**config.mk**
```make
export PLATFORM = sky130hd
export DESIGN_NAME = ft_rx_reader_flat
export DESIGN_NICKNAME = d
export VERILOG_FILES = /design/src/rtl/ft_rx_reader_if.sv /design/src/rtl/ft_rx_reader.sv /design/src/flat_wrapper.sv
export SDC_FILE = /design/constraint.sdc
export NUM_CORES = 1
export LEC_CHECK = 0
export CORE_MARGIN = 2
export CORE_UTILIZATION = 55
export CTS_CLUSTER_DIAMETER = 30
export DETAILED_ROUTE_END_ITERATION = 12
export PLACE_DENSITY = 0.74
export SETUP_SLACK_MARGIN = 0.5
export SLEW_MARGIN = 20
export SYNTH_ARGS = -nofsm -noshare
export SYNTH_HDL_FRONTEND = slang
export SYNTH_SLANG_ARGS = --single-unit
export TNS_END_PERCENT = 5
```
**constraint.sdc**
```tcl
create_clock -name clk -period 12.5 [get_ports clk]
set_input_delay 1.875 -clock clk [delete_from_list [all_inputs] [get_ports clk]]
set_output_delay 1.875 -clock clk [all_outputs]
set_load 0.05 [all_outputs]
```
**src/rtl/ft_rx_reader_if.sv**
```systemverilog
// Signal bundle between the FT600 sync-245 receive reader and its surroundings:
// the FT600 bus pins on one side, the FWFT stream and status on the other.
interface ft_rx_reader_if #(
  parameter int DATA_W = 16,
  parameter int BE_W   = 2,
  parameter int DEPTH  = 8
);
  localparam int LVL_W = $clog2(DEPTH) + 1;

  logic [DATA_W-1:0] data;
  logic [BE_W-1:0]   be;
  logic              rxf_n;
  logic              oe_n;
  logic              rd_n;
  logic              wr_n;
  logic [DATA_W-1:0] m_data;
  logic [BE_W-1:0]   m_be;
  logic              m_valid;
  logic              m_ready;
  logic [LVL_W-1:0]  level;
  logic              ovf;
  logic [31:0]       rx_count;

  // Reader side.
  modport master (
    input  data, be, rxf_n, m_ready,
    output oe_n, rd_n, wr_n, m_data, m_be, m_valid, level, ovf, rx_count
  );

  // FT600 chip plus stream consumer side.
  modport slave (
    output data, be, rxf_n, m_ready,
    input  oe_n, rd_n, wr_n, m_data, m_be, m_valid, level, ovf, rx_count
  );
endinterface

```
**src/rtl/ft_rx_reader.sv**
```systemverilog
// FT600 sync-245 receive reader: drives oe_n/rd_n, captures words straight
// off the bus into a small first-word-fall-through FIFO.
module ft_rx_reader #(
  parameter int DATA_W = 16,
  parameter int BE_W   = 2,
  parameter int DEPTH  = 8
) (
  input logic            clk,
  input logic            rst,
  ft_rx_reader_if.master bus
);
  localparam int AW = $clog2(DEPTH);
  localparam int LW = AW + 1;
  localparam int WW = DATA_W + BE_W;

  localparam logic [LW-1:0] FULL_LVL = LW'(DEPTH);
  localparam logic [LW-1:0] ARM_MAX  = LW'(DEPTH - 4);
  localparam logic [LW-1:0] STOP_LVL = LW'(DEPTH - 1);

  typedef enum logic [1:0] {IDLE, ARM, READ, DRAIN} state_t;

  state_t          state_reg;
  logic            oe_n_reg;
  logic            rd_n_reg;

  logic [WW-1:0]   mem [DEPTH];
  logic [WW-1:0]   head_reg;
  logic [AW-1:0]   wr_ptr_reg;
  logic [AW-1:0]   rd_ptr_reg;
  logic [LW-1:0]   level_reg;
  logic            ovf_reg;
  logic [31:0]     rx_count_reg;

  logic            push;
  logic            pop;
  logic            push_acc;
  logic            drop;
  logic [LW-1:0]   level_next;
  logic [AW-1:0]   rd_ptr_next;
  logic [WW-1:0]   wdata;

  always_comb begin
    push        = 1'b0;
    pop         = 1'b0;
    push_acc    = 1'b0;
    drop        = 1'b0;
    level_next  = level_reg;
    rd_ptr_next = rd_ptr_reg;
    wdata       = {bus.data, bus.be};
    if (!rst) begin
      push       = (state_reg == READ) && !bus.rxf_n;
      pop        = (level_reg != '0) && bus.m_ready;
      push_acc   = push && ((level_reg != FULL_LVL) || pop);
      drop       = push && !push_acc;
      level_next = level_reg + LW'(push_acc) - LW'(pop);
      if (pop)
        rd_ptr_next = rd_ptr_reg + AW'(1);
    end
  end

  // Output enable leads the read strobe by one cycle (ARM) and trails it
  // by one cycle (DRAIN) so the FT600 never drives into a read strobe.
  always_ff @(posedge clk) begin
    if (rst) begin
      state_reg <= IDLE;
      oe_n_reg  <= 1'b1;
      rd_n_reg  <= 1'b1;
    end else begin
      case (state_reg)
        IDLE: begin
          if (!bus.rxf_n && (level_reg <= ARM_MAX)) begin
            state_reg <= ARM;
            oe_n_reg  <= 1'b0;
            rd_n_reg  <= 1'b1;
          end
        end
        ARM: begin
          if (!bus.rxf_n) begin
            state_reg <= READ;
            oe_n_reg  <= 1'b0;
            rd_n_reg  <= 1'b0;
          end else begin
            state_reg <= IDLE;
            oe_n_reg  <= 1'b1;
            rd_n_reg  <= 1'b1;
          end
        end
        READ: begin
          if (bus.rxf_n || (level_next >= STOP_LVL)) begin
            state_reg <= DRAIN;
            oe_n_reg  <= 1'b0;
            rd_n_reg  <= 1'b1;
          end
        end
        default: begin
          state_reg <= IDLE;
          oe_n_reg  <= 1'b1;
          rd_n_reg  <= 1'b1;
        end
      endcase
    end
  end

  always_ff @(posedge clk) begin
    if (rst) begin
      wr_ptr_reg   <= '0;
      rd_ptr_reg   <= '0;
      level_reg    <= '0;
      ovf_reg      <= 1'b0;
      rx_count_reg <= '0;
    end else begin
      if (push_acc) begin
        wr_ptr_reg   <= wr_ptr_reg + AW'(1);
        rx_count_reg <= rx_count_reg + 32'd1;
      end
      rd_ptr_reg <= rd_ptr_next;
      level_reg  <= level_next;
      if (drop)
        ovf_reg <= 1'b1;
    end
  end

  // Registered read at the look-ahead pointer keeps the head word current;
  // a write landing on that same slot is forwarded so an empty FIFO shows
  // its first word one cycle after capture.
  always_ff @(posedge clk) begin
    if (push_acc)
      mem[wr_ptr_reg] <= wdata;
    if (push_acc && (wr_ptr_reg == rd_ptr_next))
      head_reg <= wdata;
    else
      head_reg <= mem[rd_ptr_next];
  end

  assign bus.oe_n     = oe_n_reg;
  assign bus.rd_n     = rd_n_reg;
  assign bus.wr_n     = 1'b1;
  assign bus.m_data   = head_reg[WW-1:BE_W];
  assign bus.m_be     = head_reg[BE_W-1:0];
  assign bus.m_valid  = (level_reg != '0);
  assign bus.level    = level_reg;
  assign bus.ovf      = ovf_reg;
  assign bus.rx_count = rx_count_reg;
endmodule
```
**src/flat_wrapper.sv**
```systemverilog
// flat-port wrapper written by rule: the top's interface ports become plain ports
module ft_rx_reader_flat 
#(
  parameter int DATA_W = 16,
  parameter int BE_W   = 2,
  parameter int DEPTH  = 8
)
  (clk, rst, bus_data, bus_be, bus_rxf_n, bus_m_ready, bus_oe_n, bus_rd_n, bus_wr_n, bus_m_data, bus_m_be, bus_m_valid, bus_level, bus_ovf, bus_rx_count);
  ft_rx_reader_if #(.DATA_W(DATA_W), .BE_W(BE_W), .DEPTH(DEPTH)) bus_i ();
  input logic clk;
  input logic rst;
  input wire logic [$bits(bus_i.data)-1:0] bus_data;
  input wire logic [$bits(bus_i.be)-1:0] bus_be;
  input wire logic [$bits(bus_i.rxf_n)-1:0] bus_rxf_n;
  input wire logic [$bits(bus_i.m_ready)-1:0] bus_m_ready;
  output wire logic [$bits(bus_i.oe_n)-1:0] bus_oe_n;
  output wire logic [$bits(bus_i.rd_n)-1:0] bus_rd_n;
  output wire logic [$bits(bus_i.wr_n)-1:0] bus_wr_n;
  output wire logic [$bits(bus_i.m_data)-1:0] bus_m_data;
  output wire logic [$bits(bus_i.m_be)-1:0] bus_m_be;
  output wire logic [$bits(bus_i.m_valid)-1:0] bus_m_valid;
  output wire logic [$bits(bus_i.level)-1:0] bus_level;
  output wire logic [$bits(bus_i.ovf)-1:0] bus_ovf;
  output wire logic [$bits(bus_i.rx_count)-1:0] bus_rx_count;
  assign bus_i.data = bus_data;
  assign bus_i.be = bus_be;
  assign bus_i.rxf_n = bus_rxf_n;
  assign bus_i.m_ready = bus_m_ready;
  assign bus_oe_n = bus_i.oe_n;
  assign bus_rd_n = bus_i.rd_n;
  assign bus_wr_n = bus_i.wr_n;
  assign bus_m_data = bus_i.m_data;
  assign bus_m_be = bus_i.m_be;
  assign bus_m_valid = bus_i.m_valid;
  assign bus_level = bus_i.level;
  assign bus_ovf = bus_i.ovf;
  assign bus_rx_count = bus_i.rx_count;
  ft_rx_reader #(.DATA_W(DATA_W), .BE_W(BE_W), .DEPTH(DEPTH)) u_core (.clk(clk), .rst(rst), .bus(bus_i));
endmodule
```
Yosys cells after proc, flatten, opt, wreduce, memory -nomap -nowiden
Memory sizes are Yosys's and may differ from the RTL's. A register that Yosys moved wholly into a read port is not among the register bits.
Index checks and enable logic that the tools add are counted.
- register bits: 47
- bits in writable memories: 144
- input bits: 22
- output and inout port bits: 59
- logic and storage cells: 51
- memories kept: 1
- add/subtract/negate cells: 5
- $lt $le $gt $ge: 2
- equal/unequal tests: 5
- muxes and demuxes: 18
- reduce and logical (&&, ||, !) cells: 12
- memory list (memory ; words ; bits a word ; read ports ; clocked after Yosys merged registers in ; wr ports ; line ; source):
    u_core.mem ; 8 ; 18 ; 1 ; 1 ; 1 ; ft_rx_reader.sv:26 ; logic [WW-1:0] mem [DEPTH];
- operator list (cell ; count):
    32-bit by 1-bit adder with 32-bit output (second input constant) ; 1
    1-bit 2-to-1 mux ; 9
    3-bit by 1-bit adder with 3-bit output (second input constant) ; 2
    2-bit 2-to-1 mux ; 3
    3-bit 2-to-1 mux ; 2
    1-bit one-hot mux with 3 select lines ; 2
    2-bit one-hot mux with 3 select lines ; 1
    1-bit logical AND ; 5
    4-bit by 1-bit adder with 4-bit output ; 1
    4-bit by 3-bit greater-or-equal comparator with 1-bit output (second input constant) ; 1
    4-bit by 3-bit less-or-equal comparator with 1-bit output (second input constant) ; 1
    4-bit 2-to-1 mux ; 1
    4-bit != test (second input constant) ; 1
    4-bit nonzero test ; 1
    4-bit by 1-bit subtractor with 4-bit output ; 1
    2-bit by 1-bit == test with 1-bit output (second input constant) ; 1
    2-bit == test (second input constant) ; 1
    1-bit zero test ; 2
    2-bit zero test ; 1
    1-bit logical OR ; 2
    2-bit by 1-bit != test with 1-bit output (second input constant) ; 1
    2-bit != test (second input constant) ; 1
    2-bit AND reduction ; 1

Depth between registers and ports, before layout
- depth after elaboration: 11
- gate-level depth with buffers: 13
- mapped depth without buffers: 12

Worst setup path before layout
No wires, ideal clock.
- path kind: input to register
- start point: input port bus_rxf_n
- end point: memory u_core.mem[6][0] in the netlist's numbering (enable)
- library setup time: 446 ps
- arrival time: 5050 ps
- required time: 12054 ps
- slack: 7004 ps
- stages: 5
- buffers on the path: 1
- cells stage by stage: or3b_2 a21oi_1 clkbuf_1 nand2_1 nor4b_1
- word-level cells in the longest chain between the ends: 6
- ends and longest elaborated chain (item ; line ; source):
    start, declared ; flat_wrapper.sv:14 ; input wire logic [$bits(bus_i.rxf_n)-1:0] bus_rxf_n;
    1-bit zero test ; ft_rx_reader.sv:51 ; push = (state_reg == READ) && !bus.rxf_n;
    1-bit logical AND ; ft_rx_reader.sv:51 ;
    1-bit logical AND ; ft_rx_reader.sv:53 ; push_acc = push && ((level_reg != FULL_LVL) || pop);
    1-bit 2-to-1 mux ; ft_rx_reader.sv:50 ; if (!rst) begin
    1-bit 2-to-1 mux ; ft_rx_reader.sv:127 ; if (push_acc)
    1-bit 2-to-1 mux (implied by the code) ; ft_rx_reader.sv:128 ; mem[wr_ptr_reg] <= wdata;
    end, declared ; ft_rx_reader.sv:26 ;
No other way between the ends.

==> out/qor.txt <==
Clock latency on the worst-skew pair: 0.42 ns
Worst-Margin Slew: 0.9859 ns
Die Y: 123.8 um
CTS tree: done
Clock Skew: 0.007584 ns
Diode count: 0
GP Congestion: 0.8327
Pleak: 3.048 nW
Yosys top cell by area: edfxtp_1
Crit path max fanout: 36
PostCTS Resize Cnt: 0
Num rows: 43
Syn Inst Count: 503
Nets@finish: 620
Final period util: 38.24%
Share of the yosys chip area belonging to registers: 67.47%
Final instance count without filler cells: 781
Via Count: 4,477
TritonCTS Buffers: 17
First-pass GRT wire length: 23.05 mm
Endpoints failing setup: 0
Clock Pin Slew Worst Setup and Hold Paths: 0.06 ns
Max FFs per register: 144
1st-iter DRT viols: 321
Hpwl dp: 8.758 mm
Dpl cell area: 8906 um^2
Root Driver: clkbuf_16
Outcome: finished clean
Worst-path cell chain: buf_4, mux4_2, mux2_2, clkdlybuf4s50_1
CTS H-tree depth: 4
Hold path cells: 1
TritonRoute pass-1 iters: 5
Crit. End Element: primary output
# Max-Cap Violations: 0
Clock Path Buffers: 2
Grt total ovfl: 0
Top-Level Pins: 81
Hold_buf cts: 0
Syn Std Cell Area: 7893 um^2
Layout cell share with drive strength beyond 1: 17.97%
Antenna violations before repair: 0
Largest net degree at the start of global routing: 60
Worst setup SP type: register
Placed Cells: 749
Pwr per Cell Area: 180.4 nW/um^2
Required time of the critical path: 10.62 ns
Main synth FF type: edfxtp_1
Post-synth cell types: 48
GRT Overall Usage: 20.67%
Die area: 15,320 um^2
Critical Path AT: 2.91 ns
Most frequent cells in the layout: edfxtp_1 (144), clkdlybuf4s50_1 (78), dfxtp_1 (49)
Post-CTS Setup Bufs: 0
Routed wire length per instance: 18.74 um
Mapped Avg Cell Area: 15.69 um^2
Antenna viol nets, final: 0
Routed WL: 14.64 mm
Post-synth EDFFs: 144
Hold Vio Cnt, Final: 0
Final Critical Period: 4.780 ns
Yosys warns: 0
Vias per cell: 5.732
RSZ-0062 raised after global routing: no
Area grow syn2layout: 20.40%
Hold Path Class: register to register
Top cells by area, synth: edfxtp_1 (55%), dfxtp_1 (13%), mux4_2 (10%)
Commonest non-fill, non-tap cell in the layout: edfxtp_1
Top cell type's share of synthesized area: 54.79%
Share of flip-flops with an asynchronous set or reset: 0%
Synth Net Count: 535
Chip width: 123.8 um
CP max stage delay: 0.71 ns
R2R depth: 11
Max-slew violation total from the final report: 0
Peak VDD IR: 0.0001262 V
Crit Path Class: register to primary output
# DRC: 0
Fmax: 209.2 MHz
Vias in the first global route: 4,454
Setup total negative slack: 0 ns
CP max stage cell: clkdlybuf4s50_1
Starting Density: 56.64%
# clock sinks: 194
#FFs+latches synth: 194
Placeable Area: 13,930 um^2
Final Instance Area: 9503 um^2
Slew headroom: 34.18%
Port bufs: 79
## routing by layer
metal	up-vias	track usage, %	wire length (um)
li1	2112	-	-
met1	2230	26.73	6225
met2	121	33.48	7405
met3	14	5.357	806
met4	0	8.523	201
met5	-	0	0
## layout make-up
type	instances	area [um^2]
Sequential cell	194	5326
Fill cell	944	4432
Multi-Input combinational cell	276	2456
Timing Repair Buffer	90	868.3
Clock buffer	23	457.9
Tap cell	180	225.2
Clock inverter	9	135.1
Inverter	9	33.78
## power breakdown
group	total, mW	switching [mW]	internal [mW]
Sequential	0.723	0.0168	0.706
Clock	0.539	0.219	0.320
Combinational	0.452	0.256	0.196
## critical path: cells and delay by family (launching register included)
family	cells	cell delay [ns]
buffers and inverters	2	1.25
DFF	1	0.31
muxes	2	0.90
## synthesized netlist by cell type, types with 2 or more instances
cell type / instances
o31ai_1: 4
a211o_1: 2
and3b_1: 2
a21oi_1: 15
nand4_1: 10
nor3_1: 7
xor2_1: 16
nor2b_1: 6
or3b_2: 3
buf_2: 4
mux2i_1: 3
and3_1: 7
nand2_1: 22
buf_1: 2
inv_1: 9
nor4_1: 7
dfxtp_1: 50
nand2b_1: 3
or4_1: 2
xnor2_1: 9
edfxtp_1: 144
nor3b_1: 3
clkbuf_1: 16
nor2_1: 39
mux4_2: 36
mux2_2: 20
or3_1: 7
ha_1: 9
nor4b_1: 3
o21ai_0: 11
nand3_1: 15
## logic make-up (layout without fill, tap and decap cells)
kind of cell	after synthesis	after routing	synth area share [%]
xor+xnor	25	25	2.774
buf+inv	33	131	1.776
simple gates	141	141	9.417
flops	194	194	67.47
mux	59	59	13.51
fa+ha+maj	10	10	1.680
compound gates	40	40	3.329
other cells	1	1	0.04751
## metrics by stage
stage	power, mW	hold slack, ns	worst slack, ns	util [%]
5_1_grt	1.785	0.4912	7.555	68.20
2_1_floorplan	1.075	0.4505	7.004	-
3_3_place_gp	1.185	0.4558	7.148	63.91
6_report	1.715	0.4691	7.720	68.20
4_1_cts	1.730	0.4746	7.500	68.17
3_5_place_dp	1.192	0.4632	7.046	63.91
## path summary, 6_finish.rpt
check                                              from                       to  slack, ns
worst min register to register  u_core.bus.rx_count[31]  u_core.bus.rx_count[31]       0.47
worst max register to register      u_core.bus.level[2]          u_core.bus.rd_n       9.33
worst max-delay path                           register            bus_m_data[4]       7.72
worst min-delay path            u_core.bus.rx_count[31]  u_core.bus.rx_count[31]       0.47
(Power assumes the default switching activity.)
